File: src/rtl/mem_arb_pkg.sv
// -----------------------------------------------------------------------------
// mem_arb_pkg
// Shared types and constants for the unified-memory arbiter.
//   state_t  : arbiter FSM states (IDLE, ACCESS, RESP)
//   gnt_t    : grant owner (GNT_IF = instruction fetch, GNT_D = data)
//   DEF_*    : default widths / latency used by mem_arbiter
//   cnt_width: width of the access-latency down-counter
// -----------------------------------------------------------------------------
package mem_arb_pkg;

  localparam int DEF_ADDR_W  = 32;
  localparam int DEF_DATA_W  = 32;
  localparam int DEF_MEM_LAT = 2;
  localparam int STATS_W     = 32;

  typedef enum logic [1:0] {
    IDLE   = 2'd0,
    ACCESS = 2'd1,
    RESP   = 2'd2
  } state_t;

  typedef enum logic {
    GNT_IF = 1'b0,
    GNT_D  = 1'b1
  } gnt_t;

  // The counter only ever holds MEM_LAT-1 down to 0; keep at least one bit.
  function automatic int cnt_width(input int lat);
    return (lat > 1) ? $clog2(lat) : 1;
  endfunction

endpackage

File: src/rtl/mem_arb_stats.sv
// -----------------------------------------------------------------------------
// mem_arb_stats
// Two saturating 32-bit wait counters, one per requester. A counter advances in
// every cycle where its request is high and its ready pulse is low.
// Ports:
//   clk, rst              clock, synchronous active-high reset
//   if_req, if_ready      fetch request level / completion pulse
//   d_req, d_ready        data request level (read|write) / completion pulse
//   if_wait_cnt           fetch wait-cycle count (saturates at all-ones)
//   d_wait_cnt            data wait-cycle count (saturates at all-ones)
// -----------------------------------------------------------------------------
module mem_arb_stats
  import mem_arb_pkg::*;
(
  input  logic               clk,
  input  logic               rst,
  input  logic               if_req,
  input  logic               if_ready,
  input  logic               d_req,
  input  logic               d_ready,
  output logic [STATS_W-1:0] if_wait_cnt,
  output logic [STATS_W-1:0] d_wait_cnt
);

  // Index 0 = fetch, index 1 = data.
  logic [1:0] w_wait;

  assign w_wait[0] = if_req & ~if_ready;
  assign w_wait[1] = d_req  & ~d_ready;

  generate
    for (genvar gi = 0; gi < 2; gi++) begin : g_ctr
      logic [STATS_W-1:0] r_cnt;

      always_ff @(posedge clk) begin
        if (rst) begin
          r_cnt <= '0;
        end else if (w_wait[gi] && (r_cnt != '1)) begin
          r_cnt <= r_cnt + 1'b1;
        end
      end
    end
  endgenerate

  assign if_wait_cnt = g_ctr[0].r_cnt;
  assign d_wait_cnt  = g_ctr[1].r_cnt;

endmodule

File: src/rtl/mem_arbiter.sv
// -----------------------------------------------------------------------------
// mem_arbiter
// Shares one single-ported, fixed-latency memory between instruction fetch and
// the data (MEM) stage. Data wins arbitration unless the previous grant was
// also data and fetch is waiting, so grants alternate under contention.
// Each access: IDLE (grant) -> ACCESS (MEM_LAT cycles of mem_en) -> RESP
// (one-cycle ready pulse to the granted requester) -> IDLE.
//
// Optional feature: define MEM_ARB_STATS_EN to add if_wait_cnt / d_wait_cnt
// (saturating wait-cycle counters, see mem_arb_stats).
//
// Ports:
//   clk, rst                      clock, synchronous active-high reset
//   if_req, if_addr               fetch request level and byte address
//   if_rdata, if_ready            fetched word, one-cycle completion pulse
//   d_read, d_write               data read / write request levels
//   d_addr, d_wdata               data address and store data
//   d_rdata, d_ready              load word, one-cycle completion pulse
//   mem_en, mem_we                memory enable / write enable
//   mem_addr, mem_wdata           memory address / write data
//   mem_rdata                     memory read data (valid in last mem_en cycle)
//   if_wait_cnt, d_wait_cnt       (MEM_ARB_STATS_EN only) wait-cycle counters
// -----------------------------------------------------------------------------
module mem_arbiter
  import mem_arb_pkg::*;
#(
  parameter int ADDR_W  = DEF_ADDR_W,
  parameter int DATA_W  = DEF_DATA_W,
  parameter int MEM_LAT = DEF_MEM_LAT
)(
  input  logic               clk,
  input  logic               rst,
  input  logic               if_req,
  input  logic [ADDR_W-1:0]  if_addr,
  output logic [DATA_W-1:0]  if_rdata,
  output logic               if_ready,
  input  logic               d_read,
  input  logic               d_write,
  input  logic [ADDR_W-1:0]  d_addr,
  input  logic [DATA_W-1:0]  d_wdata,
  output logic [DATA_W-1:0]  d_rdata,
  output logic               d_ready,
  output logic               mem_en,
  output logic               mem_we,
  output logic [ADDR_W-1:0]  mem_addr,
  output logic [DATA_W-1:0]  mem_wdata,
  input  logic [DATA_W-1:0]  mem_rdata
`ifdef MEM_ARB_STATS_EN
  ,
  output logic [STATS_W-1:0] if_wait_cnt,
  output logic [STATS_W-1:0] d_wait_cnt
`endif
);

  localparam int              CNT_W    = cnt_width(MEM_LAT);
  localparam logic [CNT_W-1:0] CNT_LOAD = CNT_W'(MEM_LAT - 1);

  // State and datapath registers
  state_t              r_state,     w_state_next;
  logic [CNT_W-1:0]    r_cnt,       w_cnt_next;
  gnt_t                r_gnt,       w_gnt_next;
  gnt_t                r_last_gnt,  w_last_gnt_next;
  logic                r_mem_en,    w_mem_en_next;
  logic                r_mem_we,    w_mem_we_next;
  logic [ADDR_W-1:0]   r_mem_addr,  w_mem_addr_next;
  logic [DATA_W-1:0]   r_mem_wdata, w_mem_wdata_next;
  logic [DATA_W-1:0]   r_if_rdata,  w_if_rdata_next;
  logic [DATA_W-1:0]   r_d_rdata,   w_d_rdata_next;

  logic                w_d_req;
  gnt_t                w_pick;

  // A read+write collision is a write; either level is a data request.
  assign w_d_req = d_read | d_write;

  // Data first, except when data just had the bus and fetch is waiting.
  always_comb begin
    w_pick = GNT_IF;
    if (w_d_req && !(if_req && (r_last_gnt == GNT_D))) begin
      w_pick = GNT_D;
    end
  end

  always_ff @(posedge clk) begin
    if (rst) begin
      r_state     <= IDLE;
      r_cnt       <= '0;
      r_gnt       <= GNT_IF;
      r_last_gnt  <= GNT_IF;
      r_mem_en    <= 1'b0;
      r_mem_we    <= 1'b0;
      r_mem_addr  <= '0;
      r_mem_wdata <= '0;
      r_if_rdata  <= '0;
      r_d_rdata   <= '0;
    end else begin
      r_state     <= w_state_next;
      r_cnt       <= w_cnt_next;
      r_gnt       <= w_gnt_next;
      r_last_gnt  <= w_last_gnt_next;
      r_mem_en    <= w_mem_en_next;
      r_mem_we    <= w_mem_we_next;
      r_mem_addr  <= w_mem_addr_next;
      r_mem_wdata <= w_mem_wdata_next;
      r_if_rdata  <= w_if_rdata_next;
      r_d_rdata   <= w_d_rdata_next;
    end
  end

  always_comb begin
    w_state_next     = r_state;
    w_cnt_next       = r_cnt;
    w_gnt_next       = r_gnt;
    w_last_gnt_next  = r_last_gnt;
    w_mem_en_next    = r_mem_en;
    w_mem_we_next    = r_mem_we;
    w_mem_addr_next  = r_mem_addr;
    w_mem_wdata_next = r_mem_wdata;
    w_if_rdata_next  = r_if_rdata;
    w_d_rdata_next   = r_d_rdata;

    unique case (r_state)
      IDLE: begin
        if (if_req || w_d_req) begin
          w_gnt_next      = w_pick;
          w_last_gnt_next = w_pick;
          w_mem_en_next   = 1'b1;
          w_cnt_next      = CNT_LOAD;
          w_state_next    = ACCESS;
          if (w_pick == GNT_D) begin
            w_mem_we_next    = d_write;
            w_mem_addr_next  = d_addr;
            w_mem_wdata_next = d_wdata;
          end else begin
            w_mem_we_next    = 1'b0;
            w_mem_addr_next  = if_addr;
          end
        end
      end

      ACCESS: begin
        if (r_cnt == '0) begin
          // Last enabled cycle: mem_rdata is valid now.
          w_mem_en_next = 1'b0;
          w_mem_we_next = 1'b0;
          w_state_next  = RESP;
          if (r_gnt == GNT_IF) begin
            w_if_rdata_next = mem_rdata;
          end else if (!r_mem_we) begin
            w_d_rdata_next = mem_rdata;
          end
        end else begin
          w_cnt_next = r_cnt - 1'b1;
        end
      end

      RESP: begin
        w_state_next = IDLE;
      end

      default: begin
        w_state_next  = IDLE;
        w_mem_en_next = 1'b0;
        w_mem_we_next = 1'b0;
      end
    endcase
  end

  // Ready is high exactly while the FSM sits in RESP for the granted side.
  assign if_ready  = (r_state == RESP) && (r_gnt == GNT_IF);
  assign d_ready   = (r_state == RESP) && (r_gnt == GNT_D);
  assign if_rdata  = r_if_rdata;
  assign d_rdata   = r_d_rdata;
  assign mem_en    = r_mem_en;
  assign mem_we    = r_mem_we;
  assign mem_addr  = r_mem_addr;
  assign mem_wdata = r_mem_wdata;

`ifdef MEM_ARB_STATS_EN
  mem_arb_stats u_stats (
    .clk         (clk),
    .rst         (rst),
    .if_req      (if_req),
    .if_ready    (if_ready),
    .d_req       (w_d_req),
    .d_ready     (d_ready),
    .if_wait_cnt (if_wait_cnt),
    .d_wait_cnt  (d_wait_cnt)
  );
`endif

endmodule

File: config.mk
export PLATFORM = sky130hd
export DESIGN_NAME = mem_arbiter
export DESIGN_NICKNAME = d
export VERILOG_FILES = /design/src/rtl/mem_arb_pkg.sv /design/src/rtl/mem_arb_stats.sv /design/src/rtl/mem_arbiter.sv
export SDC_FILE = /design/constraint.sdc
export NUM_CORES = 1
export LEC_CHECK = 0
export CAP_MARGIN = 40
export CORE_UTILIZATION = 40
export DETAILED_ROUTE_END_ITERATION = 10
export PLACE_DENSITY = 0.79
export SLEW_MARGIN = 15
export SYNTH_ARGS = -nofsm -noshare
export SYNTH_HDL_FRONTEND = slang
export SYNTH_SLANG_ARGS = --single-unit
File: constraint.sdc
create_clock -name clk -period 1.65 [get_ports clk]
set_clock_uncertainty 0.15 [all_clocks]
set_input_delay 0.165 -clock clk [delete_from_list [all_inputs] [get_ports clk]]
set_output_delay 0.165 -clock clk [all_outputs]
set_load 0.01 [all_outputs]
; ---- Yosys cells after proc, flatten, opt, wreduce, memory -nomap -nowiden
; Cells that the tools add are included.
; Widths: inputs -> output; s select.
[op_classes]
bitwise_logic = 5
n_mux = 13
addsub = 1
n_eq_ne = 4
reduce_logical = 15
[ops]
columns = operator, n
row1 = $mux 32, 1
row2 = $reduce_and 3->1, 3
row3 = $mux 1, 6
row4 = $pmux 1 s3, 2
row5 = $reduce_and 2->1, 3
row6 = $logic_and 1x1->1, 4
row7 = $mux 2, 2
row8 = $ne 2x2->1 const B, 2
row9 = $not 1->1, 4
row10 = $pmux 2 s2, 1
row11 = $reduce_and 4->1, 1
row12 = $eq 2x1->1 const B, 1
row13 = $eq 2x2->1 const B, 1
row14 = $logic_not 2->1, 1
row15 = $pmux 1 s2, 1
row16 = $reduce_bool 2->1, 1
row17 = $logic_not 1->1, 1
row18 = $logic_or 1x1->1, 1
row19 = $or 1x1->1, 1
row20 = $sub 1x1->1 const B, 1
[word_totals]
output_inout_bits = 132
wordCells = 47
ff_bits = 134
in_bits = 133

; ---- Logic depth before layout (Yosys ltp)
[depth]
depth_word = 7
depth_mapped = 6

; ---- Worst setup path after synthesis
; OpenSTA, ideal clock, no wires.
[synth_timing]
path_kind = flip-flop to flip-flop
start = register r_state[0]
end = register r_if_rdata[10], in the netlist if_rdata[10]
setup_time_ns = 0.132
stages_incl_launch_ff = 7
synth_period_minus_slack_ns = 1.534
path_slack_ns = 0.116
t_required_ns = 1.368
t_arrival_ns = 1.252
path_cell_list = dfxtp_1 -> buf_4 -> or4b_1 -> buf_2 -> buf_6 -> nand2_1 -> a21oi_1
[synth_between]
elab_chain_len = 2
[synth_rtl]
columns = element, line_no
row1 = "start, declared", mem_arbiter.sv:59  ; state_t r_state, w_state_next;
row2 = "start signal, assigned", mem_arbiter.sv:97  ; r_state <= w_state_next;
row3 = $eq 2x1->1, mem_arbiter.sv:122  ; unique case (r_state)
row4 = $reduce_and 3->1 (no source line), -
row5 = "end signal, assigned", mem_arbiter.sv:105  ; r_if_rdata <= w_if_rdata_next;
row6 = "end, declared", mem_arbiter.sv:67  ; logic [DATA_W-1:0] r_if_rdata, w_if_rdata_next;
; Every way passes these cells.
; A chain may end at the register's enable or synchronous reset.

; ---- Worst setup path after layout
[layout_timing]
start = register r_mem_addr[1], in the netlist mem_addr[1]
end = output port mem_addr[1]
[layout_lines]
columns = element, line_no
row1 = "start, declared", mem_arbiter.sv:65  ; logic [ADDR_W-1:0] r_mem_addr, w_mem_addr_next;
row2 = "start signal, assigned", mem_arbiter.sv:103  ; r_mem_addr <= w_mem_addr_next;
row3 = "end, declared", mem_arbiter.sv:45  ; output logic [ADDR_W-1:0] mem_addr,
; No word-level cell between the ends.

==> impl_metrics.toml <==
[floorplan]
die_y_um = 117
start_util_pct = 41.4
core_area_sq_um = 12800
pin_count = 265
rows = 41
die_w_um = 117
die_area_sq_um = 13700

[setup_path]
worstSetupPathType = "flop to output pin"
cp_slowest_stage_delay_ns = 0.57
rrSetupSlack_ns = 0.07
timing.critical_path.max_delay_family = "buffers and inverters"
cp_cell_sequence = "clkdlybuf4s50_1"
cp_slowest_cell = "clkdlybuf4s50_1"
reg2regPathDepth = 4
start_kind = "flop"
arrival_ns = 1.30
critPathRequiredTime_ns = 1.33
crit_fanout = 2
critPathBufInv = 1
end_kind = "output pin"
startpoint = "mem_addr[1]$_SDFFE_PP0P_"
crit_cells = 1
critPathCapture = "mem_addr[1]"
reg2reg_to = "d_rdata[10]$_SDFFE_PP0P_"
r2r-start = "r_state[0]$_SDFFE_PP0P_"

[place]
dp_hpwl_mm = 11.7
port_buffers = 264
placedCellCount = 1059
pre_cts_ws_ns = -0.213
placedInstanceArea_sq_um = 8340
place.gp.congestion = 0.796

[power]
ir_drop_mv = 0.622
leakage_nw = 4.10
powerDensity_nw_per_um2 = 1130
power_mw = 10.4

[timing]
min_period_ns = 1.62
fmax_ghz = 0.618
whs_ns = 0.0413
finalHoldViolations = 0
setup_ws_ns = 0.0323
max_slew.worst_pin.slew_ns = 0.359
fin_setup_tns_ns = 0
slew_headroom_pct = 76.1
fin_crit_sh_pct = 98.0
maxSlewViolCount = 0
setup-violations-final = 0

[logic_synthesis]
ys_seq_area_share_pct = 50.7
syn_area_sq_um = 5290
avgSynthCellArea_sq_um = 8.11
synthCells = 652
synth_nets = 785
ys_ff_latch = 134
yosys_warnings = 0
netlist-cell-type-count = 32

[detailed_routing]
drtAntennaViolNets = 0
drcViolationCount = 0
routed_wl_mm = 17.5
vias = 5759
viasPerCell = 5.28
drtPass1Iterations = 7
wl_per_cell_um = 16.0
drtIter0Drc = 456

[finish]
final_common_cell = "clkdlybuf4s50_1"
final_nets = 1039
regArea_sq_um = 2690
final_cell_count_no_fill = 1091
fin_util_pct = 71.5
multi_input_area_sq_um = 2310
final_cell_mix = "clkdlybuf4s50_1 (204), a21oi_1 (133), dfxtp_1 (132), nand2_1 (131)"
syn2layout_area_growth_pct = 72.6
drive_above_1_share_pct = 9.03
finalInstanceArea_sq_um = 9130
diodes = 0
nFillCells = 988

[cts]
clk_pin_slew_worst_paths_ns = 0.06
cts_buffers = 17
cts.sinks = 134
cts_tree = "done"
ctsLongestPathBuffers = 2
clock_latency_ns = 0.41
cts-hold-fix-buffers = 0
h-tree-depth = 4
root_buffer = "clkbuf_16"

[global_route]
grt_usage_pct = 25.2
grt_overflow_total = 0
grt_pass1_vias = 5350
grt_max_degree = 59
grt_pass1_wl_mm = 26.5
antenna_found_initial = 0

[hold_path]
hold_class = "primary input to flop"

[flow_run]
drv_cap = 0

[outcome]
status = "completed"
[where the power goes]
| part | internal [mW] | switching [mW] |
|---|---|---|
| registers | 3.52 | 0.152 |
| clock network | 3.02 | 1.41 |
| logic | 1.18 | 1.08 |
[worst reg2reg max path: cells and delay by family (launching register included)]
kind / cells / cell delay (ns)
AND/OR/NAND/NOR: 1 / 0.42
buffers and inverters: 1 / 0.19
flip-flops: 1 / 0.39
AO/OA/AOI/OAI: 2 / 0.30
[synth_stat cells (all sizes together)]
cell type	n	area [sq um]
nor3	1	5.00
a21oi	133	666
nand3	64	320
buf	36	204
a2bb2oi	1	15.0
or3	1	6.26
o221ai	1	8.76
or4b	1	10.0
o2bb2ai	1	8.76
nand2	131	492
nor2b	2	12.5
dfxtp	134	2680
clkbuf	31	116
and3	1	6.26
nor4b	1	23.8
a211oi	1	12.5
nor3b	2	20.0
nand3b	1	7.51
a211o	1	8.76
o21ai	67	335
inv	1	3.75
nand2b	1	6.26
or3b	1	8.76
a311oi	32	280
or2	2	12.5
nor2	4	17.5
[layout make-up]
class	instances	area share, %
timing repair buffer	302	35.3
multi-input combinational	450	25.3
inverter	1	0.0411
clock buffer	19	4.85
clock inverter	13	2.74
tap	172	2.36
sequential	134	29.4
[kinds of logic after synthesis]
logic type	count (synthesis)	share of synthesized area, %
buffers and inverters	68	6.13
DFF	134	50.7
and+or+nand+nor	213	17.9
AOI/OAI and AO/OA	237	25.2
[registers in the layout, summed over array words and instances (netlist names), 2 cells and up]
name	flops
d_rdata	32
if_rdata	32
mem_addr	32
mem_wdata	32
r_state	2
[worst min path at each step]
stage / end / slack, ns / from / depth (start not counted)
final: mem_addr[7]$_SDFFE_PP0P_ / 0.04 / rst / 2
after floorplan: if_rdata[0]$_SDFFE_PP0P_ / 0.15 / mem_rdata[0] / 2
after CTS: mem_addr[20]$_SDFFE_PP0P_ / 0.02 / rst / 2
after detailed placement: if_rdata[16]$_SDFFE_PP0P_ / 0.30 / if_rdata[16]$_SDFFE_PP0P_ / 2
after global routing: mem_addr[5]$_SDFFE_PP0P_ / 0.05 / rst / 2
after global placement: if_rdata[22]$_SDFFE_PP0P_ / 0.29 / if_rdata[22]$_SDFFE_PP0P_ / 2
[timing repair]
item | in CTS | in global routing
pin swaps | 0 | 0
setup buffers | 0 | 0
resized for setup | 16 | 53
endpoints found under the setup margin | 34 | 52
[metal layers]
metal	up-vias	GRT usage, %	share of wire, %
li1	2815	-	-
met1	2668	29.0	40
met3	28	8.29	8.1
met5	-	0	0
met2	248	42.1	50
met4	0	12.3	2.6
Power figures use the tool's default switching activity.
